**src/rtl/pow_seq_ctrl_if.sv**
```systemverilog
// rtl/pow_seq_ctrl_if.sv - request/response handshake bundle for the power-operator sequencer
interface pow_seq_ctrl_if #(
  parameter int WIDTH = 8
);
  logic             in_valid;
  logic             in_ready;
  logic [WIDTH-1:0] a;
  logic [WIDTH-1:0] b;
  logic             a_signed;
  logic             b_signed;
  logic             out_valid;
  logic             out_ready;
  logic [WIDTH-1:0] y;
  logic             y_undef;
  logic [WIDTH-1:0] run_cycles;

  // Requester / result consumer side
  modport master (
    output in_valid, a, b, a_signed, b_signed, out_ready,
    input  in_ready, out_valid, y, y_undef, run_cycles
  );

  // Sequencer side
  modport slave (
    input  in_valid, a, b, a_signed, b_signed, out_ready,
    output in_ready, out_valid, y, y_undef, run_cycles
  );
endinterface

```
**src/rtl/pow_seq_ctrl.sv**
```systemverilog
// rtl/pow_seq_ctrl.sv - square-and-multiply sequencer for y = a ** b truncated to WIDTH bits
module pow_seq_ctrl #(
  parameter int WIDTH = 8
) (
  input  logic              clk,
  input  logic              rst_n,
  pow_seq_ctrl_if.slave     bus
);

  typedef enum logic [1:0] {
    S_IDLE,
    S_RUN,
    S_DONE
  } state_t;

  localparam logic [WIDTH-1:0] ZERO = '0;
  localparam logic [WIDTH-1:0] ONE  = WIDTH'(1);
  localparam logic [WIDTH-1:0] ONES = '1;

  state_t           state_q, state_d;
  logic [WIDTH-1:0] res_q, res_d;
  logic [WIDTH-1:0] base_q, base_d;
  logic [WIDTH-1:0] e_q, e_d;
  logic [WIDTH-1:0] cnt_q, cnt_d;
  logic [WIDTH-1:0] y_q, y_d;
  logic [WIDTH-1:0] rc_q, rc_d;
  logic             undef_q, undef_d;

  logic [WIDTH-1:0] prod_res;
  logic [WIDTH-1:0] prod_base;
  logic [WIDTH-1:0] e_shift;
  logic             b_neg;

  // Shared datapath: both products truncated to WIDTH, which also makes base signedness irrelevant
  assign prod_res  = res_q * base_q;
  assign prod_base = base_q * base_q;
  assign e_shift   = e_q >> 1;
  assign b_neg     = bus.b_signed && bus.b[WIDTH-1];

  assign bus.in_ready   = (state_q == S_IDLE) && rst_n;
  assign bus.out_valid  = (state_q == S_DONE);
  assign bus.y          = y_q;
  assign bus.y_undef    = undef_q;
  assign bus.run_cycles = rc_q;

  // State and datapath registers; reset aborts any operation in flight
  always_ff @(posedge clk or negedge rst_n) begin
    if (!rst_n) begin
      state_q <= S_IDLE;
      res_q   <= '0;
      base_q  <= '0;
      e_q     <= '0;
      cnt_q   <= '0;
      y_q     <= '0;
      rc_q    <= '0;
      undef_q <= 1'b0;
    end else begin
      state_q <= state_d;
      res_q   <= res_d;
      base_q  <= base_d;
      e_q     <= e_d;
      cnt_q   <= cnt_d;
      y_q     <= y_d;
      rc_q    <= rc_d;
      undef_q <= undef_d;
    end
  end

  // Next-state: fast-path decode on accept, one exponent bit per RUN cycle, hold in DONE until taken
  always_comb begin
    state_d = state_q;
    res_d   = res_q;
    base_d  = base_q;
    e_d     = e_q;
    cnt_d   = cnt_q;
    y_d     = y_q;
    rc_d    = rc_q;
    undef_d = undef_q;

    unique case (state_q)
      S_IDLE: begin
        if (bus.in_valid) begin
          if (bus.b == ZERO) begin
            // Anything to the zeroth power is 1, 0**0 included
            y_d     = ONE;
            undef_d = 1'b0;
            rc_d    = '0;
            state_d = S_DONE;
          end else if (b_neg) begin
            // Negative exponent: only 0, 1 and signed -1 give a non-zero or undefined result
            undef_d = 1'b0;
            rc_d    = '0;
            state_d = S_DONE;
            if (bus.a == ZERO) begin
              y_d     = ZERO;
              undef_d = 1'b1;
            end else if (bus.a == ONE) begin
              y_d = ONE;
            end else if (bus.a_signed && (bus.a == ONES)) begin
              y_d = bus.b[0] ? ONES : ONE;
            end else begin
              y_d = ZERO;
            end
          end else begin
            res_d   = ONE;
            base_d  = bus.a;
            e_d     = bus.b;
            cnt_d   = '0;
            state_d = S_RUN;
          end
        end
      end

      S_RUN: begin
        if (e_q[0]) begin
          res_d = prod_res;
        end
        base_d = prod_base;
        e_d    = e_shift;
        cnt_d  = cnt_q + ONE;
        if (e_shift == ZERO) begin
          y_d     = e_q[0] ? prod_res : res_q;
          undef_d = 1'b0;
          rc_d    = cnt_q + ONE;
          state_d = S_DONE;
        end
      end

      S_DONE: begin
        if (bus.out_ready) begin
          state_d = S_IDLE;
        end
      end

      default: state_d = S_IDLE;
    endcase
  end

endmodule

```
**src/flat_wrapper.sv**
```systemverilog
// flat-port wrapper written by rule: the top's interface ports become plain ports
module pow_seq_ctrl_flat 
#(
  parameter int WIDTH = 8
)
  (clk, rst_n, bus_in_valid, bus_a, bus_b, bus_a_signed, bus_b_signed, bus_out_ready, bus_in_ready, bus_out_valid, bus_y, bus_y_undef, bus_run_cycles);
  pow_seq_ctrl_if #(.WIDTH(WIDTH)) bus_i ();
  input  logic clk;
  input  logic rst_n;
  input wire logic [$bits(bus_i.in_valid)-1:0] bus_in_valid;
  input wire logic [$bits(bus_i.a)-1:0] bus_a;
  input wire logic [$bits(bus_i.b)-1:0] bus_b;
  input wire logic [$bits(bus_i.a_signed)-1:0] bus_a_signed;
  input wire logic [$bits(bus_i.b_signed)-1:0] bus_b_signed;
  input wire logic [$bits(bus_i.out_ready)-1:0] bus_out_ready;
  output wire logic [$bits(bus_i.in_ready)-1:0] bus_in_ready;
  output wire logic [$bits(bus_i.out_valid)-1:0] bus_out_valid;
  output wire logic [$bits(bus_i.y)-1:0] bus_y;
  output wire logic [$bits(bus_i.y_undef)-1:0] bus_y_undef;
  output wire logic [$bits(bus_i.run_cycles)-1:0] bus_run_cycles;
  assign bus_i.in_valid = bus_in_valid;
  assign bus_i.a = bus_a;
  assign bus_i.b = bus_b;
  assign bus_i.a_signed = bus_a_signed;
  assign bus_i.b_signed = bus_b_signed;
  assign bus_i.out_ready = bus_out_ready;
  assign bus_in_ready = bus_i.in_ready;
  assign bus_out_valid = bus_i.out_valid;
  assign bus_y = bus_i.y;
  assign bus_y_undef = bus_i.y_undef;
  assign bus_run_cycles = bus_i.run_cycles;
  pow_seq_ctrl #(.WIDTH(WIDTH)) u_core (.clk(clk), .rst_n(rst_n), .bus(bus_i));
endmodule
```
**config.mk**
```make
export PLATFORM = sky130hd
export DESIGN_NAME = pow_seq_ctrl_flat
export DESIGN_NICKNAME = d
export VERILOG_FILES = /design/src/rtl/pow_seq_ctrl_if.sv /design/src/rtl/pow_seq_ctrl.sv /design/src/flat_wrapper.sv
export SDC_FILE = /design/constraint.sdc
export NUM_CORES = 1
export LEC_CHECK = 0
export BUFFER_PORTS_ARGS = -buffer_cell sky130_fd_sc_hd__buf_2
export CORE_AREA = 2 2 96 98
export DETAILED_ROUTE_END_ITERATION = 10
export DIE_AREA = 0 0 98 100
export HOLD_SLACK_MARGIN = 0.05
export PLACE_DENSITY = 0.65
export SETUP_SLACK_MARGIN = 0.2
export SYNTH_ARGS = -nofsm -noshare
export SYNTH_HDL_FRONTEND = slang
export SYNTH_SLANG_ARGS = --single-unit
```
**constraint.sdc**
```tcl
create_clock -name clk -period 3.7 [get_ports clk]
set_input_delay 0.74 -clock clk [delete_from_list [all_inputs] [get_ports clk]]
set_output_delay 0.74 -clock clk [all_outputs]
set_load 0.005 [all_outputs]
```
==> flow_metrics.py, run 1 <==
metrics = {
    "global_route": {
        "grt_pass1_wl_um": 15100,
        "antenna_found_initial": 0,
        "grt_max_degree": 52,
        "gr-total-overflow": 0,
        "first_global_vias": 3112,
        "grt_usage_pct": 19.0,
    },
    "cts": {
        "insertion_delay_ps": 300,
        "cts_tree": "yes",
        "cts_hold_repair.buffers": 0,
        "cts_max_level": 2,
        "cts_root_buf": "clkbuf_8",
        "cts_buffers": 5,
        "clock_path_buffers": 2,
        "clk_pin_slew_worst_paths_ps": 100,
        "cts_sinks": 51,
    },
    "power": {
        "switching_power_uw": 1540,
        "swShare_pct": 44.4,
        "p_leak_uw": 0.00234,
        "power_frac_clock_pct": 9.2,
        "power_frac_seq_pct": 28.7,
        "irDropWorstVdd_mv": 0.540,
        "pwr_density_cell_nw_per_um2": 752,
        "power_frac_comb_pct": 62.1,
        "p_int_uw": 1920,
    },
    "die": {
        "die_y_um": 100,
        "dieArea_um2": 9800,
        "start_util_pct": 43.6,
        "rows": 35,
        "die_w_um": 98,
        "core_area_um2": 8890,
        "ioPinCount": 41,
    },
    "sta": {
        "hold_violations": 0,
        "tightest_slew_ps": 1160,
        "final_max_slew_viol_count": 0,
        "skew_ps": 9.24,
        "rsz0062_at_grt": "true",
        "setup_viol": 0,
        "fin_crit_sh_pct": 97.4,
        "fin_ws_ps": 97.3,
        "post-route-min-period_ps": 3600,
        "holdWs_ps": 485,
        "fmax_ghz": 0.278,
        "worst_slew_margin_rel_pct": 22.8,
    },
    "worst_setup_path": {
        "worst-path-max-fanout": 6,
        "crit_type": "reg2reg",
        "crit_path_end_kind": "register",
        "start_kind": "register",
        "cp.arrival_ps": 3840,
        "reg2reg_depth": 14,
        "critical_path_required_ps": 3940,
    },
    "cells_and_area": {
        "final_common_cell": "nand2_1",
        "area_delta_synth_final_pct": 18.8,
        "final_core_util_pct": 51.8,
        "mostFrequentLayoutCells": "nand2_1, dfrtp_1, buf_2",
        "n_antenna_cell": 0,
        "stdcell_count": 584,
        "nNetsFinal": 543,
        "final_layout_size_suffix_gt1_share_pct": 27.3,
    },
    "logic_synthesis": {
        "netlist_area_um2": 3880,
        "synth_edf_count": 0,
        "yosysWarnings": 0,
        "synth_seq_cells": 51,
        "syn_avg_cell_area_um2": 9.34,
        "seq_area_frac_synth_pct": 32.9,
        "synth.distinct_cells": 42,
        "syn-num-nets": 486,
        "synthCells": 415,
        "yosys_most_used_dff": "dfrtp_1",
        "async_reset_ff_share_pct": 100,
    },
    "routing": {
        "dr.pass1.iters": 4,
        "drcViolationCount": 0,
        "ant_nets": 0,
        "wire_per_inst_um": 15.1,
        "post_drt_via_cell_ratio": 5.11,
        "vias": 2987,
        "drt-initial-drc-count": 84,
        "wl_um": 8800,
    },
    "min_path": {
        "whs_path_depth": 2,
        "hold_path.class": "reg2reg",
    },
    "run_status": {
        "run_status": "complete, no violations",
    },
    "placed_design": {
        "post-place-ws_ps": 7.15,
        "place_congestion": 0.824,
        "io_buffer_count": 40,
        "dp.cells": 567,
        "post-dp-hpwl_um": 6470,
    },
    "job": {
        "drv_cap": 0,
    },
}
## through the flow
stage / setup TNS (ps) / area [µm²] / power [µW]
after floorplan: 0 / 3950 / 2370
after detailed placement: 0 / 4320 / 2930
after CTS: 0 / 4490 / 3350
final: 0 / 4610 / 3460
after global placement: 0 / 4320 / 2880
after global routing: -24.2 / 4610 / 3830
## power groups by stage
stage | combinational (µW) | clock, µW | sequential (µW)
global placement | 1900 | 0 | 977
finish | 2150 | 320 | 993
CTS | 2040 | 331 | 985
detailed placement | 1950 | 0 | 983
global route | 2450 | 352 | 1030
floorplan | 1460 | 0 | 910
## registers in the layout (all words and copies together), names as in the netlist
name	flops
u_core.base_q	8
u_core.bus.run_cycles	8
u_core.bus.y	8
u_core.cnt_q	8
u_core.e_q	8
u_core.res_q	8
u_core.state_q	2
u_core.bus.y_undef	1
## routing by layer
layer / vias to the layer above / global-route usage (%) / wire, µm
met1: 1468 / 25.7 / 4090
met2: 32 / 32.8 / 4450
met3: 9 / 2.16 / 169
li1: 1478 / - / -
met4: 0 / 4.81 / 96
met5: - / 0 / 0
## synthesized netlist by cell type (2+ instances only)
library cell,count,area share [%]
nand3b_1,2,0.39
o31ai_1,7,1.4
nor4_1,2,0.32
nor4_2,2,0.65
nor2_1,20,1.9
mux2i_1,19,4.9
nand2_1,66,6.4
nand2b_1,5,0.81
fa_1,21,11
dfrtp_1,51,33
nand4_1,2,0.32
nor3_1,3,0.39
xnor3_1,2,1.2
nand3_1,4,0.52
o21ai_1,29,3.7
inv_1,36,3.5
a21oi_1,7,0.90
buf_2,5,0.65
and2_1,26,4.2
and3_1,5,0.81
xnor2_1,19,4.3
a21o_1,12,2.3
clkbuf_1,13,1.3
xor2_1,6,1.4
o21ai_0,6,0.77
ha_1,28,9.0
buf_6,2,0.58
## logic make-up after synthesis
group / share of synthesized area, %
xor+xnor: 7.23
flops: 32.9
simple gates: 17.7
compound gates: 10.9
mux: 5.20
fa+ha+maj: 19.9
buf+inv: 6.17
## worst max-delay path: stages (launching register included)
cell	delay [ps]
dfrtp_2	450
nand2_4	70
fa_2	380
fa_1	490
inv_1	50
fa_1	470
inv_1	50
fa_1	490
inv_2	50
ha_4	220
a21oi_2	130
xnor3_1	220
xnor3_1	220
nand3_2	80
a31oi_2	160
## path summary, 6_finish.rpt
check / slack (ps) / endpoint / from
setup / recovery: 100 / u_core.bus.y[7]$_DFFE_PN0P_ / u_core.base_q[2]$_DFFE_PN0P_
hold / removal: 480 / u_core.bus.run_cycles[0]$_DFFE_PN0P_ / u_core.bus.run_cycles[0]$_DFFE_PN0P_
setup reg to reg: 100 / u_core.bus.y[7]$_DFFE_PN0P_ / u_core.base_q[2]$_DFFE_PN0P_
hold reg to reg: 480 / u_core.bus.run_cycles[0]$_DFFE_PN0P_ / u_core.bus.run_cycles[0]$_DFFE_PN0P_
max in group asynchronous: 2610 / u_core.base_q[2]$_DFFE_PN0P_ / rst_n
min in group asynchronous: 580 / u_core.bus.run_cycles[2]$_DFFE_PN0P_ / rst_n
## what timing repair did
item                                    in CTS  in global routing
pin swaps                                    4                 16
gates resized for setup                     16                 23
buffers inserted                             5                  4
endpoints found under the setup margin       4                  7
## final cells by class
class	count	area, µm²
Clock buffer	7	76.3
Clock inverter	1	5.00
Fill cell	819	4280
Inverter	36	135
Multi-Input combinational cell	307	2510
Sequential cell	51	1290
Tap cell	111	139
Timing Repair Buffer	71	452
No activity file was read; power rests on OpenSTA's default activity.
==> run 2: changes to the inputs <==
--- a/config.mk
+++ b/config.mk
@@ -5,12 +5,13 @@
 export SDC_FILE = /design/constraint.sdc
 export NUM_CORES = 1
 export LEC_CHECK = 0
-export BUFFER_PORTS_ARGS = -buffer_cell sky130_fd_sc_hd__buf_2
+export CAP_MARGIN = 20
 export CORE_AREA = 2 2 96 98
 export DETAILED_ROUTE_END_ITERATION = 10
 export DIE_AREA = 0 0 98 100
+export DONT_BUFFER_PORTS = 1
 export HOLD_SLACK_MARGIN = 0.05
-export PLACE_DENSITY = 0.65
+export PLACE_DENSITY = 0.64
 export SETUP_SLACK_MARGIN = 0.2
 export SYNTH_ARGS = -nofsm -noshare
 export SYNTH_HDL_FRONTEND = slang
==> run 2 against run 1 <==
Non-clock buffer count fell by 36; clock skew shrank 3.2 ps; highest routed layer unchanged; largest power group unchanged; first-iteration DRC count shrank 15%; via count is 3.7% lower; die area is the same; sequential share of layout area up 0.92 points; sequential power about the same.
==> flow_metrics.py, run 2 (synthesized netlist as in run 1, its figures left out) <==
metrics = {
    "cells_and_area": {
        "multi_input_area_um2": 2520,
        "final_core_util_pct": 50.1,
        "stdcell_count": 548,
        "area_delta_synth_final_pct": 15.0,
        "mostFrequentLayoutCells": "nand2_1, dfrtp_1, buf_4",
        "nNetsFinal": 507,
        "n_antenna_cell": 0,
        "nFillCells": 830,
        "final-seq-area_um2": 1290,
        "final_common_cell": "nand2_1",
        "final_layout_size_suffix_gt1_share_pct": 21.7,
    },
    "power": {
        "power_uw": 3490,
        "power_frac_comb_pct": 61.0,
        "pwr_density_cell_nw_per_um2": 783,
        "power_frac_seq_pct": 28.8,
        "power_frac_clock_pct": 10.3,
        "swShare_pct": 44.2,
        "switching_power_uw": 1540,
        "irDropWorstVdd_mv": 0.501,
        "p_int_uw": 1950,
        "p_leak_uw": 0.00219,
    },
    "worst_setup_path": {
        "r2r_setup_slack_ps": 70,
        "critical_path_required_ps": 3940,
        "cp_top_family": "adder cells",
        "slowest_delay_ps": 500,
        "cp.arrival_ps": 3870,
        "crit_chain": "buf_6 > nand2_2 > fa_2 > inv_2 > fa_1 > ha_1 > inv_1 > fa_1 > inv_2 > ha_4 > a21o_1 > a21oi_2 > xnor3_1 > xnor3_1 > nand3_2 > a31oi_2",
        "reg2reg_depth": 16,
        "critPathLaunch": "u_core.base_q[4]$_DFFE_PN0P_",
        "cpMaxStageDelayCell": "fa_1",
        "start_kind": "register",
        "r2r-end": "u_core.bus.y[7]$_DFFE_PN0P_",
        "worst-path-max-fanout": 3,
        "path_buf_inv": 4,
        "crit_type": "reg2reg",
        "crit_cells": 16,
        "reg2reg_from": "u_core.base_q[4]$_DFFE_PN0P_",
        "crit_path_end_kind": "register",
        "crit_end": "u_core.bus.y[7]$_DFFE_PN0P_",
    },
    "die": {
        "start_util_pct": 43.6,
        "die_w_um": 98,
        "die_y_um": 100,
        "core_area_um2": 8890,
        "rows": 35,
        "dieArea_um2": 9800,
        "ioPinCount": 41,
    },
    "cts": {
        "cts_tree": "yes",
        "insertion_delay_ps": 310,
        "cts_buffers": 5,
        "clk_pin_slew_worst_paths_ps": 90,
        "cts_root_buf": "clkbuf_8",
        "cts_max_level": 2,
        "clock_path_buffers": 2,
        "cts_sinks": 51,
    },
    "global_route": {
        "grt_usage_pct": 18.3,
        "gr-total-overflow": 0,
        "grt_max_degree": 53,
        "first_global_vias": 3043,
        "grt_pass1_wl_um": 14500,
        "antenna_found_initial": 0,
    },
    "sta": {
        "rsz0062_at_grt": "true",
        "tightest_slew_ps": 883,
        "skew_ps": 5.99,
        "setup_viol": 0,
        "hold_violations": 0,
        "holdWs_ps": 112,
        "fmax_ghz": 0.276,
        "post-route-min-period_ps": 3630,
        "final_max_slew_viol_count": 0,
        "fin_crit_sh_pct": 98.0,
        "worst_slew_margin_rel_pct": 41.0,
    },
    "routing": {
        "drcViolationCount": 0,
        "dr.pass1.iters": 4,
        "dr_wl_met3_um": 275,
        "vias": 2875,
        "drt-initial-drc-count": 71,
        "wl_met1_um": 3740,
        "post_drt_via_cell_ratio": 5.25,
        "wl_um": 8700,
        "wire_per_inst_um": 15.9,
        "dr_wl_met2_um": 4490,
        "ant_nets": 0,
        "dr.max_layer_used": "met4",
    },
    "run_status": {
        "run_status": "complete, no violations",
    },
    "placed_design": {
        "io_buffer_count": 0,
        "post-dp-hpwl_um": 6270,
        "place_congestion": 0.850,
        "dp.cells": 528,
    },
    "min_path": {
        "hold_path.class": "in2async",
    },
    "job": {
        "drv_cap": 0,
    },
}
[run 2: layout make-up]
class | count | share of cell area (%)
repair buffers | 35 | 6.15
flip-flops and latches | 51 | 28.9
well taps | 111 | 3.12
multi-input cells | 307 | 56.6
inverters | 36 | 3.03
clock buffers | 8 | 2.25
[run 2: what timing repair did]
action                                  4_1_cts  5_1_grt
resized for setup                            19       21
buffers inserted                              7        5
gates cloned                                  0        0
hold buffers                                  0        0
pin swaps                                     6       23
endpoints found under the setup margin        8        7
[run 2: worst reg2reg max path: stages, from the launching register on]
cell	delay [ps]
dfrtp_2	400
buf_6	100
nand2_2	50
fa_2	390
inv_2	70
fa_1	410
ha_1	300
inv_1	50
fa_1	500
inv_2	50
ha_4	230
a21o_1	180
a21oi_2	130
xnor3_1	220
xnor3_1	220
nand3_2	80
a31oi_2	170
[run 2: through the flow]
step | worst slack [ps] | TNS (ps) | cell area, µm²
after floorplan | 180 | 0 | 3950
after global placement | 56.0 | 0 | 4130
after detailed placement | 8.31 | 0 | 4130
after global routing | -98.8 | -181 | 4460
after CTS | 48.0 | 0 | 4330
final | 73.9 | 0 | 4460
[run 2: power by group through the flow]
stage          Sequential (µW)  Clock, µW  Combinational (µW)
6_report                  1010        358                2130
5_1_grt                   1040        385                2410
4_1_cts                   1010        364                1970
3_5_place_dp              1010          0                1830
3_3_place_gp              1010          0                1770
2_1_floorplan              910          0                1460
[run 2: how the worst min path moves through the flow]
stage	from	endpoint	slack, ps
2_1_floorplan	rst_n	u_core.base_q[0]$_DFFE_PN0P_	440
6_report	rst_n	u_core.cnt_q[6]$_DFFE_PN0P_	110
4_1_cts	rst_n	u_core.cnt_q[1]$_DFFE_PN0P_	110
3_3_place_gp	rst_n	u_core.cnt_q[1]$_DFFE_PN0P_	450
5_1_grt	rst_n	u_core.base_q[2]$_DFFE_PN0P_	100
3_5_place_dp	rst_n	u_core.cnt_q[1]$_DFFE_PN0P_	450
[run 2: layer usage]
metal,up-vias,global-route usage (%)
li1,1404,-
met1,1415,23.1
met2,40,32.2
met3,16,3.06
met4,0,6.20
met5,-,0
==> run 3: changes to the inputs <==
--- a/config.mk
+++ b/config.mk
@@ -6,12 +6,14 @@
 export NUM_CORES = 1
 export LEC_CHECK = 0
 export CAP_MARGIN = 20
+export CELL_PAD_IN_SITES_DETAIL_PLACEMENT = 0
+export CELL_PAD_IN_SITES_GLOBAL_PLACEMENT = 1
 export CORE_AREA = 2 2 96 98
 export DETAILED_ROUTE_END_ITERATION = 10
 export DIE_AREA = 0 0 98 100
 export DONT_BUFFER_PORTS = 1
 export HOLD_SLACK_MARGIN = 0.05
-export PLACE_DENSITY = 0.64
+export PLACE_DENSITY = 0.76
 export SETUP_SLACK_MARGIN = 0.2
 export SYNTH_ARGS = -nofsm -noshare
 export SYNTH_HDL_FRONTEND = slang
==> constraint.sdc (replaced) <==
create_clock -name clk -period 4.2 [get_ports clk]
set_input_delay 0.84 -clock clk [delete_from_list [all_inputs] [get_ports clk]]
set_output_delay 0.84 -clock clk [all_outputs]
set_load 0.005 [all_outputs]
==> run 3 against run 2 <==
Combinational power fell by 27%; count of clock-buffer cells in the layout fell by 2; worst hold slack improved by 100 ps; die area did not move; routed wire length fell by 5.8%; fmax fell by 5.5%; critical endpoint unchanged; largest power group unchanged.
==> flow_metrics.py, run 3 (synthesized netlist as in run 1, its figures left out) <==
metrics = {
    "routing": {
        "ant_nets": 0,
        "post_drt_via_cell_ratio": 5.20,
        "vias": 2751,
        "dr.pass1.iters": 4,
        "wire_per_inst_um": 15.5,
        "drcViolationCount": 0,
        "wl_um": 8200,
        "drt-initial-drc-count": 83,
    },
    "sta": {
        "hold_violations": 0,
        "worst_slew_margin_rel_pct": 30.7,
        "fin_ws_ps": 361,
        "fmax_ghz": 0.260,
        "fin_tns_setup_ps": 0,
        "skew_ps": 20.6,
        "setup_viol": 0,
        "post-route-min-period_ps": 3840,
        "final_max_slew_viol_count": 0,
        "tightest_slew_ps": 1040,
        "rsz0062_at_grt": "false",
        "fin_crit_sh_pct": 91.4,
    },
    "cts": {
        "clk_pin_slew_worst_paths_ps": 100,
        "clock_path_buffers": 2,
        "cts_max_level": 2,
        "cts_buffers": 5,
        "cts_sinks": 51,
        "cts_root_buf": "clkbuf_8",
        "cts_hold_repair.buffers": 0,
        "insertion_delay_ps": 300,
        "cts_tree": "yes",
    },
    "cells_and_area": {
        "nNetsFinal": 488,
        "n_antenna_cell": 0,
        "final_common_cell": "nand2_1",
        "final_layout_size_suffix_gt1_share_pct": 9.81,
        "area_delta_synth_final_pct": 7.33,
        "mostFrequentLayoutCells": "nand2_1, dfrtp_1, inv_1",
    },
    "job": {
        "drv_cap": 0,
    },
    "global_route": {
        "grt_pass1_wl_um": 14100,
        "antenna_found_initial": 0,
        "first_global_vias": 2843,
        "gr-total-overflow": 0,
        "grt_max_degree": 53,
        "grt_usage_pct": 17.7,
    },
    "worst_setup_path": {
        "cp_top_family": "adder cells",
        "crit_path_end_kind": "register",
        "path_buf_inv": 3,
        "reg2reg_from": "u_core.base_q[3]$_DFFE_PN0P_",
        "start_kind": "register",
        "critical_path_required_ps": 4430,
        "cpMaxStageDelayCell": "fa_1",
        "crit_type": "reg2reg",
        "worst-path-max-fanout": 6,
        "slowest_delay_ps": 540,
        "cp.arrival_ps": 4070,
        "critPathLaunch": "u_core.base_q[3]$_DFFE_PN0P_",
        "crit_chain": "nand2_2 > fa_2 > fa_1 > inv_1 > fa_1 > inv_1 > fa_1 > inv_1 > ha_1 > a21oi_2 > xnor3_1 > xnor3_1 > nand3_2 > a31oi_2",
    },
    "run_status": {
        "run_status": "complete, no violations",
    },
    "die": {
        "core_area_um2": 8890,
        "start_util_pct": 43.6,
        "rows": 35,
        "die_y_um": 100,
        "ioPinCount": 41,
        "die_w_um": 98,
        "dieArea_um2": 9800,
    },
    "power": {
        "pwr_density_cell_nw_per_um2": 654,
        "p_leak_uw": 0.00210,
        "irDropWorstVdd_mv": 0.373,
    },
    "placed_design": {
        "post-place-ws_ps": 26.0,
        "io_buffer_count": 0,
        "place_congestion": 0.877,
        "post-dp-hpwl_um": 6200,
    },
    "min_path": {
        "hold_path.class": "in2async",
    },
}
## run 3: cell types whose count changed in the layout (fill, tap and decap cells not counted), moves of 3 or more
cell and delta:
a21oi_1 +3, dfrtp_2 -5, ha_4 -5, dfrtp_1 +5, buf_6 -3, inv_2 -9, ha_2 -3, inv_1 +9
ha_1 +8, fa_1 +4, nand2_1 +4, fa_2 -4, buf_4 -16
## run 3: final cells by class
type	instances	area (µm²)
clock buffer	6	82.6
clock inverter	2	13.8
fill	853	4730
inverter	36	135
multi-input combinational	307	2390
sequential	51	1280
tap	111	139
timing repair buffer	16	120
## run 3: per-stage QoR
step	total power [µW]	hold WS, ps	util [%]	instances	instance area (µm²)
after floorplan	2020	464	-	415	3880
after global placement	2370	481	45.1	518	4010
after detailed placement	2410	493	45.1	518	4010
after CTS	2730	205	46.5	528	4130
after global routing	3010	187	46.8	529	4160
final	2720	214	46.8	529	4160
## run 3: final timing paths
| kind | endpoint | slack [ps] | cells past startpoint |
|---|---|---|---|
| worst max register to register | u_core.bus.y[7]$_DFFE_PN0P_ | 360 | 14 |
| worst min register to register | u_core.cnt_q[7]$_DFFE_PN0P_ | 510 | 2 |
| worst min-delay path | u_core.bus.y[4]$_DFFE_PN0P_ | 210 | 0 |
| worst max-delay path | u_core.bus.y[7]$_DFFE_PN0P_ | 360 | 14 |
| min in group clk | u_core.cnt_q[7]$_DFFE_PN0P_ | 510 | 2 |
| max in group asynchronous | u_core.base_q[2]$_DFFE_PN0P_ | 3860 | 0 |
## run 3: repair_timing
item | 4_1_cts | 5_1_grt
pin swaps | 1 | 2
setup buffers | 2 | 1
endpoints found under the setup margin | 2 | 1
resized for setup | 3 | 6
hold endpoints to repair | 0 | 0
## run 3: per-layer routing
metal  vias up  part of all wire, %  track usage (%)
li1       1367                    -                -
met1      1325                   46             23.7
met2        46                   48             29.5
met3        13                  3.6             2.92
met4         0                  2.2             5.98
met5         -                    0                0
## run 3: power breakdown
group | total, µW | switching (µW) | internal [µW]
Sequential | 864 | 194 | 670
Combinational | 1560 | 876 | 682
Clock | 299 | 164 | 135
Total | 2720 | 1230 | 1490
## run 3: worst register-to-register path: stages, from the launching register on
cell and delay [ps]:
dfrtp_2 420, nand2_2 80, fa_2 410, fa_1 540, inv_1 50, fa_1 480
inv_1 50, fa_1 530, inv_1 40, ha_1 320, a21oi_2 140, xnor3_1 240
xnor3_1 230, nand3_2 90, a31oi_2 160
